### src/rtl/tlp_mwr_hdr_gen.sv
// tlp_mwr_hdr_gen: splits DMA write requests into PCIe MWr TLP headers at max-payload and 4 KB boundaries.
module tlp_mwr_hdr_gen #(
  parameter int MAX_PAYLOAD_DW = 32,
  parameter int DROP_CNT_W = 8
) (
  input  logic                  clk,
  input  logic                  reset_n,
  input  logic [15:0]           my_id,
  input  logic                  my_id_valid,
  input  logic                  req_valid,
  output logic                  req_ready,
  input  logic [63:0]           req_addr,
  input  logic [10:0]           req_len_dw,
  output logic                  hdr_valid,
  input  logic                  hdr_ready,
  output logic [127:0]          hdr_data,
  output logic [10:0]           hdr_len_dw,
  output logic                  hdr_last,
  output logic [DROP_CNT_W-1:0] drop_count
);
  localparam logic [1:0] IDLE = 2'd0, WAIT_ID = 2'd1, EMIT = 2'd2;
  localparam logic [10:0] MAX_DW = 11'(MAX_PAYLOAD_DW);
  logic [1:0]            r_state;
  logic [61:0]           r_addr;
  logic [10:0]           r_rem;
  logic [15:0]           r_id;
  logic [7:0]            r_tag;
  logic [DROP_CNT_W-1:0] r_drop;
  logic [10:0]           w_room, w_min_mp, w_chunk;
  logic                  w_4dw, w_bad, w_unused;
  assign w_unused = ^req_addr[1:0];
  // DW left before the next 4 KB page boundary (1..1024)
  assign w_room = 11'd1024 - {1'b0, r_addr[9:0]};
  assign w_min_mp = (r_rem < MAX_DW) ? r_rem : MAX_DW;
  assign w_chunk = (w_min_mp < w_room) ? w_min_mp : w_room;
  assign w_4dw = |r_addr[61:30];
  assign w_bad = (req_len_dw == 11'd0) | (req_len_dw > 11'd1024);
  assign req_ready = reset_n & (r_state == IDLE);
  assign hdr_valid = (r_state == EMIT);
  assign hdr_len_dw = w_chunk;
  assign hdr_last = (r_rem == w_chunk);
  assign drop_count = r_drop;
  assign hdr_data[31:0] = {w_4dw ? 3'b011 : 3'b010, 19'd0, w_chunk[9:0]};
  assign hdr_data[63:32] = {r_id, r_tag, (w_chunk > 11'd1) ? 4'hF : 4'h0, 4'hF};
  assign hdr_data[95:64] = w_4dw ? r_addr[61:30] : {r_addr[29:0], 2'b00};
  assign hdr_data[127:96] = w_4dw ? {r_addr[29:0], 2'b00} : 32'd0;
  always_ff @(posedge clk or negedge reset_n) begin
    if (!reset_n) begin
      r_state <= IDLE;
      r_addr <= '0;
      r_rem <= '0;
      r_id <= '0;
      r_tag <= '0;
      r_drop <= '0;
    end else if (r_state == IDLE && req_valid) begin
      if (w_bad) begin
        if (~&r_drop) r_drop <= r_drop + 1'b1;
      end else begin
        r_addr <= req_addr[63:2];
        r_rem <= req_len_dw;
        if (my_id_valid) r_id <= my_id;
        r_state <= my_id_valid ? EMIT : WAIT_ID;
      end
    end else if (r_state == WAIT_ID && my_id_valid) begin
      r_id <= my_id;
      r_state <= EMIT;
    end else if (r_state == EMIT && hdr_ready) begin
      r_addr <= r_addr + 62'(w_chunk);
      r_rem <= r_rem - w_chunk;
      r_tag <= r_tag + 8'd1;
      if (hdr_last) r_state <= IDLE;
    end
  end
endmodule

### config.mk
export PLATFORM = sky130hd
export DESIGN_NAME = tlp_mwr_hdr_gen
export DESIGN_NICKNAME = d
export VERILOG_FILES = /design/src/rtl/tlp_mwr_hdr_gen.sv
export SDC_FILE = /design/constraint.sdc
export NUM_CORES = 1
export LEC_CHECK = 0
export BUFFER_PORTS_ARGS = -buffer_cell sky130_fd_sc_hd__buf_2
export CELL_PAD_IN_SITES_DETAIL_PLACEMENT = 0
export CELL_PAD_IN_SITES_GLOBAL_PLACEMENT = 1
export CORE_ASPECT_RATIO = 0.9
export CORE_MARGIN = 5
export CORE_UTILIZATION = 39
export CTS_BUF_LIST = sky130_fd_sc_hd__clkbuf_8
export CTS_CLUSTER_SIZE = 20
export DETAILED_ROUTE_END_ITERATION = 10
export PLACE_DENSITY_LB_ADDON = 0.1
export SYNTH_ARGS = -nofsm -noshare
export SYNTH_HDL_FRONTEND = slang
export SYNTH_SLANG_ARGS = --single-unit
### constraint.sdc
create_clock -name clk -period 7.07 [get_ports clk]
set_clock_uncertainty 0.2 [all_clocks]
set_input_delay 2.121 -clock clk [delete_from_list [all_inputs] [get_ports clk]]
set_output_delay 2.121 -clock clk [all_outputs]
set_load 0.02 [all_outputs]
## Word level (Yosys, flattened, before mapping)

Cells that the tools add are included.

- Memory bits (read-only): 0
- Bits in latches: 0
- Flip-flop bits (word level): 107
- Memory bits (writable): 0
- Memories kept: 0
- Output and inout port bits: 150
- Input port bits: 96
- Logic and storage cells: 66

- Multipliers: 0
- Bitwise gates (word level): 5
- $add $sub $neg: 5
- Eq/ne operators: 6
- Divide/modulo/power cells: 0
- Multiplexer cells: 24
- Shift operators: 0
- Magnitude comparators: 4
- Reductions and logical operators: 16

Operators by type and width:

| cell | count |
|---|---|
| 62-bit two-way mux | 4 |
| 11-bit two-way mux | 6 |
| 16-bit two-way mux | 4 |
| 32-bit two-way mux | 2 |
| 62-bit by 11-bit adder with 62-bit output | 1 |
| 32-bit OR reduction | 1 |
| 8-bit by 1-bit adder with 8-bit output (second input constant) | 2 |
| 3-bit AND reduction | 5 |
| 2-bit two-way mux | 6 |
| 11-bit == test | 1 |
| 11-bit by 1-bit > comparator with 1-bit output (second input constant) | 1 |
| 11-bit > comparator (second input constant) | 1 |
| 11-bit zero test | 1 |
| 11-bit less-than comparator | 1 |
| 11-bit by 6-bit less-than comparator with 1-bit output (second input constant) | 1 |
| 11-bit by 10-bit subtractor with 11-bit output (first input constant) | 1 |
| 11-bit subtractor | 1 |
| 8-bit AND reduction | 1 |
| 2-bit != test (second input constant) | 3 |
| 3-bit nonzero test | 2 |
| 4-bit two-way mux | 1 |
| 2-bit nonzero test | 2 |
| 1-bit logical AND | 3 |
| 1-bit inverter | 3 |
| other kinds (6) | 6 |

## Longest topological paths before layout

Gate-level depths: netlist of run 1.

- Word-level depth: 9
- Depth in mapped cells: 25
- Gate-level depth less buffers: 22

## Worst setup path after synthesis of run 1

No wires, ideal clock.

- Path kind: flip-flop to output port
- From: register r_rem[10]
- To: output port hdr_last
- Buffers on the path: 2
- Required time: 4.749 ns
- Data arrival time: 4.278 ns
- Slack: 0.471 ns
- Cell stages (with the launch flop): 16
- Cell sequence: dfrtp_1 > or4_1 > nor3_1 > and2_1 > ha_1 > or4bb_1 > o221ai_1 > a22oi_1 > and2_1 > clkbuf_1 > clkbuf_1 > o21ai_0 > ha_1 > nand4_1 > nor3_1 > nor2b_1

- Longest elaborated chain between the ends: 5

RTL lines:

| element | RTL line | text |
|---|---|---|
| start: declaration | 25 | `logic [10:0] r_rem;` |
| start signal: assignment | 60 | `r_rem <= req_len_dw;` |
| start signal: assignment | 69 | `r_rem <= r_rem - w_chunk;` |
| 11-bit by 6-bit less-than comparator with 1-bit output | 34 | `assign w_min_mp = (r_rem < MAX_DW) ? r_rem : MAX_DW;` |
| 11-bit two-way mux * | 34 |  |
| 11-bit less-than comparator | 35 | `assign w_chunk = (w_min_mp < w_room) ? w_min_mp : w_room;` |
| 11-bit two-way mux * | 35 |  |
| via hdr_data[0] | 16 | `output logic [127:0] hdr_data,` |
| 11-bit == test * | 41 | `assign hdr_last = (r_rem == w_chunk);` |
| end: declaration | 18 | `output logic hdr_last,` |

The timed path passes the listed nets; every way through them passes the cells marked *.

## Final worst setup path of run 1

- From: register r_addr[0]
- To: output port hdr_last

- Longest elaborated chain between the ends: 4

RTL lines:

| element | RTL line | text |
|---|---|---|
| start: declaration | 24 | `logic [61:0] r_addr;` |
| start signal: assignment | 59 | `r_addr <= req_addr[63:2];` |
| start signal: assignment | 68 | `r_addr <= r_addr + 62'(w_chunk);` |
| 11-bit by 10-bit subtractor with 11-bit output * | 33 | `assign w_room = 11'd1024 - {1'b0, r_addr[9:0]};` |
| 11-bit less-than comparator | 35 |  |
| 11-bit two-way mux * | 35 |  |
| 11-bit == test * | 41 |  |

Mark *: on every way between the ends. The rest lies on a longest branch, timed or not.

==> metrics.cfg, run 1 <==
[run_status]
outcome = finished clean

[clocking]
clock-root-buffer = clkbuf_8
clk_latency_ns = 0.40
clkTransAtPathRegs_ns = 0.12
cts_buffers = 9
hold_buffers = 0
cts_buffer_depth = 2
htree_levels = 3
cts_tree = done
clock-sinks = 107

[floorplan]
die_y_um = 146
rows = 49
start_util = 0.399
core_um2 = 20100
die_w_um = 161
io_pins = 246
fp.dieArea_um2 = 23600

[global_routing]
grt_pass1_wl_um = 43700
gr-total-overflow = 0
grt_max_degree = 57
antenna_found_initial = 5
grt_pass1_vias = 7505
track_usage = 0.231

[logic_synthesis]
synthSimpleGateAreaFrac = 0.228
syn_inst = 966
synthArstFlopShare = 1.00
yosysSeqAreaShare = 0.334
synthTopCellsByCount = dfrtp_1, nor2_1, a21oi_1
synth_compound_area_frac = 0.231
synth_top_area_cell = dfrtp_1
ys_top_cells_by_area = dfrtp_1, a21oi_1, ha_1
synthXorXnorAreaFrac = 0.0415
ys_ff_latch = 107
synth_top_family_by_area = compound AO/OA/AOI/OAI gates
synthDistinctLibCells = 67
ys_warn_count = 0
syn_area_per_cell_um2 = 8.31
synth-edff-count = 0
synth_top_flop_cell = dfrtp_1
synth_most_common_cell = dfrtp_1
synthDominantCellAreaShare = 0.334
synthMuxAreaShare = 0.0290
synth_fa_ha_area_frac = 0.0580
syn_area_um2 = 8030

[route]
ant_nets = 0
dr_total_vias = 7910
firstDrtPassIters = 5
viasPerCell = 5.57
drcViolationCount = 0
wl_um = 28000
wl_per_cell_um = 19.7
drt_iter0_markers = 552

[final_layout]
fin_util = 0.474
stdcell_count = 1421
drive_gt1_frac = 0.271
area_growth_pct = 18.7
nNetsFinal = 1292
n_fill_cell = 2088

[placed_design]
gp_routability_congestion = 0.895
dp_hpwl_um = 21100
placed_cells = 1403
place_ws_ns = 0.487
numPortBuffers = 216

[worst_setup_path]
cpMaxStageDelayCell = dfrtp_2
cp_max_fo = 12
path_cells = inv_1, ha_2, nand3b_1, or3_4, ha_1, and4_1, nor4b_1, a22oi_1, and2_4, buf_4, nand2_1, o21ai_1, inv_1, ha_1, nand3_1, nor3_2, nor2b_1, buf_2
worst-setup-path-type = reg -> out
critPathCaptureType = primary output
cp.arrival_ns = 4.43
required_ns = 4.75
crit_family = simple AND/OR/NAND/NOR gates
cpPeakStageDelay_ns = 0.48
start_kind = flop
path_buf_inv = 4

[timing]
maxSlewViolCount = 0
tightestPinTransition_ns = 0.825
fin_crit_sh = 0.955
finalSetupViolCount = 0
max_slew_margin = 0.450
final-hold-violation-count = 0
period_minus_slack_ns = 6.75
fmax_mhz = 148
finalWorstSetupSlack_ns = 0.320

[pwr]
leakagePower_nw = 4.43
p_per_area_nw_per_um2 = 499
peakVddDrop_v = 0.000266

[flow_run]
maxCapViolCount = 0

[min_path]
hold_path_class = reg -> reg

[path summary, 6_finish.rpt]
check                                      startpoint                     end  slack, ns  depth (start not counted)
worst max-delay path            r_addr[0]$_DFFE_PN0P_                hdr_last       0.32                         18
worst min-delay path             r_tag[7]$_DFFE_PN0P_    r_tag[7]$_DFFE_PN0P_       0.28                          1
worst max register to register  r_rem[10]$_DFFE_PN0P_  r_addr[58]$_DFFE_PN0P_       1.02                         20
worst min register to register   r_tag[7]$_DFFE_PN0P_    r_tag[7]$_DFFE_PN0P_       0.28                          1
max in group asynchronous                     reset_n  r_addr[36]$_DFFE_PN0P_       3.66                          3
min in group asynchronous                     reset_n   r_addr[3]$_DFFE_PN0P_       1.72                          2
[logic make-up after synthesis]
| kind of cell | count (synthesis) |
|---|---|
| buf+inv | 120 |
| mux | 21 |
| simple gates | 361 |
| compound gates | 281 |
| other cells | 2 |
| fa+ha+maj | 36 |
| xor+xnor | 38 |
| flops | 107 |
[cell usage in the layout, fill, tap and decap left out, drive strengths merged, types with 24 or more instances in the layout]
cell type and n:
o22ai 24, o21ai 42, ha 34, nor2 95, buf 247, conb 32, a21oi 90, nor2b 30
nand2 71, inv 30, a21o 40, dfrtp 107, nand3 34
[through the flow]
| stage | cell area [µm²] | TNS, ns | hold slack (ns) | power [mW] |
|---|---|---|---|---|
| 6_report | 9530 | 0 | 0.276 | 4.76 |
| 5_1_grt | 9520 | -0.0112 | 0.302 | 5.16 |
| 4_1_cts | 9460 | 0 | 0.283 | 4.74 |
| 3_5_place_dp | 9260 | 0 | 0.263 | 4.32 |
| 3_3_place_gp | 9260 | 0 | 0.258 | 4.31 |
| 2_1_floorplan | 8140 | 0 | 0.292 | 3.38 |
[routing by layer]
layer  track usage  part of all wire  vias to the layer above
li1              -                 -                     3825
met1         0.341              0.47                     3786
met2         0.347              0.43                      267
met3        0.0572             0.082                       24
met4        0.0392            0.0084                        8
met5             0            0.0018                        -
[sequential cells by signal, indices dropped and copies added, names as in the netlist]
register / flops
r_addr: 62
drop_count: 8
r_tag: 8
r_state: 2
r_rem: 11
r_id: 16
[report_power, final]
group	internal, mW	switching [mW]	leakage (nW)
Clock	0.148	0.253	0.103
Sequential	0.893	0.418	1.25
Combinational	1.20	1.84	3.08
[layout make-up]
cell class	instances	area, µm²	area share
antenna	1	2.50	0.000263
clock buffer	10	138	0.0144
clock inverter	6	62.6	0.00657
inverter	26	97.6	0.0102
multi-input combinational	769	4910	0.515
sequential	107	2680	0.281
tap	255	319	0.0335
timing repair buffer	247	1320	0.138
[what timing repair did]
action / in CTS / in global routing
buffers inserted: 0 / 1
resized for setup: 0 / 14
setup endpoints to repair: 0 / 1
Note: power is estimated with default switching activity, not from simulation.
==> run 2, diff against run 1 <==
- CORE_ASPECT_RATIO: 0.9 -> 2
==> run 2 against run 1 <==
  * Register-to-register slack got worse by 0.06 ns
  * Sequential share of layout area hardly changed
  * Routed wire length up 8.7%
  * Non-clock buffer count up 4
  * Global-route usage increased by 2.0 points
  * Flip-flop and latch count stayed put
  * Final cell count up 0.91%
  * Maximum frequency up 0.38%
  * Power increased by 0.98%
  * Count of clock-buffer cells in the layout increased by 1
  * Critical endpoint unchanged
==> metrics.cfg, run 2 (synthesis gave the netlist of run 1 again) <==
[run_status]
outcome = finished clean

[timing]
rsz0062_at_grt = no
tightestPinTransition_ns = 0.953
fin_crit_sh = 0.951
fmax_mhz = 149
max_slew_margin = 0.363
tns_ns = 0
final-hold-violation-count = 0
finalSetupViolCount = 0
finalWorstSetupSlack_ns = 0.345
maxSlewViolCount = 0
period_minus_slack_ns = 6.72

[global_routing]
grt_util_met3 = 0.0303
gr-total-overflow = 0
grt_busiest_layer = met2
track_usage = 0.250
grt_pass1_wl_um = 46200
grt_pass1_vias = 8246
use_met2 = 0.493
antenna_found_initial = 0
grt_max_degree = 67
grt_use_met1 = 0.258

[final_layout]
final_cell_mix = buf_2, dfrtp_1, nor2_1
final_common_cell = buf_2
largest-register = r_addr
n_fill_cell = 2165
largest_reg_flops = 62
drive_gt1_frac = 0.266
area_growth_pct = 18.7
top_regs = r_addr x62, r_id x16, r_rem x11
antennaDiodeCount = 0
nNetsFinal = 1296

[placed_design]
place_ws_ns = 0.382
gp_routability_congestion = 0.901
dp_hpwl_um = 23700
numPortBuffers = 216

[route]
firstDrtPassIters = 5
drcViolationCount = 0
ant_nets = 0
dr_total_vias = 8021
wl_per_cell_um = 21.2
viasPerCell = 5.59
wl_um = 30400
drt_iter0_markers = 336

[floorplan]
fp.dieArea_um2 = 23700
core_um2 = 20400
rows = 74
die_y_um = 213
die_w_um = 111
start_util = 0.394
io_pins = 246

[pwr]
swShare = 0.525
leakagePower_nw = 4.45
p_per_area_nw_per_um2 = 504
p_comb_frac = 0.642
intPower_mw = 2.28
p_clk_frac = 0.086
peakVddDrop_v = 0.000191
p_switching_mw = 2.52
p_seq_frac = 0.272

[worst_setup_path]
r2r_slack_ns = 0.96
start_kind = flop
worst-setup-path-type = reg -> out
cp.arrival_ns = 4.40
cp_max_fo = 18
critPathCaptureType = primary output
reg2reg_from = r_addr[0]$_DFFE_PN0P_
r2r-end = r_addr[60]$_DFFE_PN0P_
worstRegToRegCells = 22
required_ns = 4.75

[flow_run]
maxCapViolCount = 0

[clocking]
cts_buffers = 9
clkTransAtPathRegs_ns = 0.11
htree_levels = 3
clk_latency_ns = 0.39
cts_tree = done
cts_buffer_depth = 2
clock-root-buffer = clkbuf_8
clock-sinks = 107

[min_path]
whs_path_depth = 1
hold_path_class = reg -> reg
hold_path_end = r_tag[7]$_DFFE_PN0P_
hp-start = r_tag[7]$_DFFE_PN0P_

-- run 2: area by class of cell --
class / count / area [µm²] / share of cell area
Tap cell: 266 / 333 / 0.0349
Sequential cell: 107 / 2680 / 0.281
Multi-Input combinational cell: 769 / 4880 / 0.512
Inverter: 26 / 97.6 / 0.0102
Clock inverter: 4 / 48.8 / 0.00512
Clock buffer: 11 / 151 / 0.0159
Timing Repair Buffer: 251 / 1350 / 0.141
-- run 2: routing by layer --
layer	routed length, µm	part of all wire
met3	1330	0.044
met2	17000	0.56
met5	0	0
met1	10800	0.35
met4	1290	0.042
-- run 2: repair_timing --
item / CTS / global route
hold buffers: 0 / 0
setup endpoints to repair: 1 / 1
resized for setup: 1 / 5
buffers inserted: 0 / 1
gates cloned: 0 / 0
-- run 2: power groups by stage --
stage / clock network (mW) / registers (mW) / logic, mW
3_5_place_dp: 0 / 1.31 / 3.09
2_1_floorplan: 0 / 1.23 / 2.14
6_report: 0.413 / 1.31 / 3.08
3_3_place_gp: 0 / 1.31 / 3.06
5_1_grt: 0.449 / 1.35 / 3.40
4_1_cts: 0.424 / 1.30 / 3.10
-- run 2: critical path, stage by stage, from the launching register on --
cell,delay (ns)
dfrtp_1,0.49
inv_1,0.15
ha_1,0.24
nand3b_1,0.16
or3_1,0.45
ha_1,0.33
and4_1,0.22
nor4b_1,0.14
a22oi_1,0.19
and2_4,0.30
a21o_1,0.23
inv_2,0.10
ha_1,0.31
nand4_1,0.11
nor3_2,0.21
nor2b_1,0.18
buf_2,0.19
-- run 2: how the worst max path moves through the flow --
stage / to / cells after the start / start / slack (ns)
global route: hdr_last / 16 / r_addr[0]$_DFFE_PN0P_ / 0.01
finish: hdr_last / 16 / r_addr[0]$_DFFE_PN0P_ / 0.35
global placement: hdr_last / 16 / r_addr[0]$_DFFE_PN0P_ / 0.43
detailed placement: hdr_last / 16 / r_addr[0]$_DFFE_PN0P_ / 0.38
floorplan: hdr_last / 15 / r_rem[10]$_DFFE_PN0P_ / 0.47
CTS: hdr_last / 16 / r_rem[10]$_DFFE_PN0P_ / 0.11
-- run 2: per-stage QoR --
step / instances / util / total power, mW / hold slack [ns] / instance area, µm²
6_report: 1434 / 0.468 / 4.80 / 0.281 / 9530
5_1_grt: 1434 / 0.468 / 5.20 / 0.314 / 9530
3_3_place_gp: 1418 / 0.457 / 4.37 / 0.259 / 9300
4_1_cts: 1433 / 0.467 / 4.82 / 0.287 / 9510
2_1_floorplan: 996 / - / 3.38 / 0.292 / 8140
3_5_place_dp: 1418 / 0.457 / 4.40 / 0.266 / 9300
==> run 3, diff against run 2 <==
- GPL_TIMING_DRIVEN: default -> 0
==> run 3 against run 2 <==
  * Core utilization grew 2.5 points
  * Critical path depth unchanged
  * Register-to-register slack got worse by 0.14 ns
  * Sequential share of layout area shrank 1.4 points
  * Final cell count grew 5.0%
  * Global-route usage increased by 4.3 points
  * Clock power grew 2%
  * Final area is 5.4% higher
  * Critical path type unchanged
  * Via count rose by 7.5%
  * Count of clock-buffer cells in the layout fell by 1
  * Largest power group unchanged
  * First-iteration DRC count increased by 30%
==> metrics.cfg, run 3 (synthesis gave the netlist of run 1 again) <==
[clocking]
clkTransAtPathRegs_ns = 0.11
cts_buffers = 9
clock-sinks = 107
htree_levels = 3
hold_buffers = 0
clk_latency_ns = 0.40
cts_buffer_depth = 2
cts_tree = done
clock-root-buffer = clkbuf_8

[route]
wl_um = 35700
ant_nets = 0
drcViolationCount = 0
wl_per_cell_um = 23.7
firstDrtPassIters = 5
viasPerCell = 5.73
dr_total_vias = 8620
drt_iter0_markers = 437

[final_layout]
stdcell_count = 1505
final_cell_mix = buf_2, dfrtp_1, nor2_1
antennaDiodeCount = 0
drive_gt1_frac = 0.290
top_regs = r_addr x62, r_id x16, r_rem x11
largest-register = r_addr
post-route-cell-area_um2 = 10000
fin_util = 0.493
area_growth_pct = 25.2
largest_reg_flops = 62
nNetsFinal = 1366
final_common_cell = buf_2

[timing]
maxSlewViolCount = 0
tns_ns = 0
max_slew_margin = 0.0709
finalWorstSetupSlack_ns = 0.194
final-hold-violation-count = 0
fin_crit_sh = 0.973
finalSetupViolCount = 0
period_minus_slack_ns = 6.88
fmax_mhz = 145
tightestPinTransition_ns = 1.39
holdWs_ns = 0.277

[pwr]
intPower_mw = 2.33
p_clk_frac = 0.084
peakVddDrop_v = 0.000223
p_comb_frac = 0.655
p_per_area_nw_per_um2 = 503
swShare = 0.539
p_seq_frac = 0.262
p_total_mw = 5.05
leakagePower_nw = 4.67
p_switching_mw = 2.73

[worst_setup_path]
worst-setup-path-type = reg -> out
cp.arrival_ns = 4.55
critPathCaptureType = primary output
cp_max_fo = 10
required_ns = 4.75
start_kind = flop

[placed_design]
placed_cells = 1479
place_ws_ns = -0.785
gp_routability_congestion = 0.915
post_dp_cell_area_um2 = 9590
dp_hpwl_um = 27600
numPortBuffers = 216

[flow_run]
maxCapViolCount = 0

[floorplan]
start_util = 0.394
rows = 74
die_w_um = 111
fp.dieArea_um2 = 23700
core_um2 = 20400
die_y_um = 213
io_pins = 246

[global_routing]
grt_pass1_vias = 8955
grt_max_degree = 81
grt_pass1_wl_um = 52700
track_usage = 0.293
antenna_found_initial = 0
gr-total-overflow = 0

[run_status]
outcome = finished clean

[min_path]
hold_path_class = reg -> reg

## run 3: per-layer routing
metal	global-route usage	vias to the layer above	part of all wire
met4	0.250	0	0.092
met3	0.0485	147	0.056
met5	0	-	0
met1	0.289	4095	0.33
li1	-	3989	-
met2	0.530	389	0.52
## run 3: final timing paths
kind	slack, ns	cells after the start	startpoint	to
worst max-delay path	0.19	16	r_rem[10]$_DFFE_PN0P_	hdr_last
worst min-delay path	0.28	1	r_tag[7]$_DFFE_PN0P_	r_tag[7]$_DFFE_PN0P_
worst max register to register	0.82	20	r_rem[10]$_DFFE_PN0P_	r_addr[58]$_DFFE_PN0P_
worst min register to register	0.28	1	r_tag[7]$_DFFE_PN0P_	r_tag[7]$_DFFE_PN0P_
max in group asynchronous	4.52	2	reset_n	r_id[14]$_DFFE_PN0P_
min in group asynchronous	1.40	1	reset_n	r_addr[24]$_DFFE_PN0P_
## run 3: power by group through the flow
stage,clock [mW],combinational [mW],sequential [mW]
floorplan,0,2.14,1.23
global placement,0,3.17,1.30
finish,0.422,3.31,1.32
CTS,0.431,3.25,1.30
global route,0.455,3.60,1.36
detailed placement,0,3.19,1.31
## run 3: final cells by class
cell class	count	area [µm²]
clock inverter	6	71.3
tap	266	333
buffer	92	534
clock buffer	10	138
sequential	107	2680
inverter	26	97.6
multi-input combinational	769	4990
fill	2183	10300
timing repair buffer	229	1200
## run 3: worst max-delay path, stage by stage (launching register included)
cell and delay [ns]:
dfrtp_1 0.43, or4_4 0.59, nor3_4 0.18, and2_1 0.20, ha_1 0.16, or4bb_1 0.41
o221ai_2 0.23, a22oi_1 0.15, and2_4 0.21, clkbuf_8 0.19, nor2_4 0.20, inv_1 0.09
ha_1 0.38, nand4_1 0.15, nor3_2 0.24, nor2b_2 0.17, buf_2 0.17
## run 3: timing repair
action | in CTS | in global routing
buffers inserted | 4 | 8
setup endpoints to repair | 22 | 1
gates resized for setup | 24 | 17
pin swaps | 2 | 3
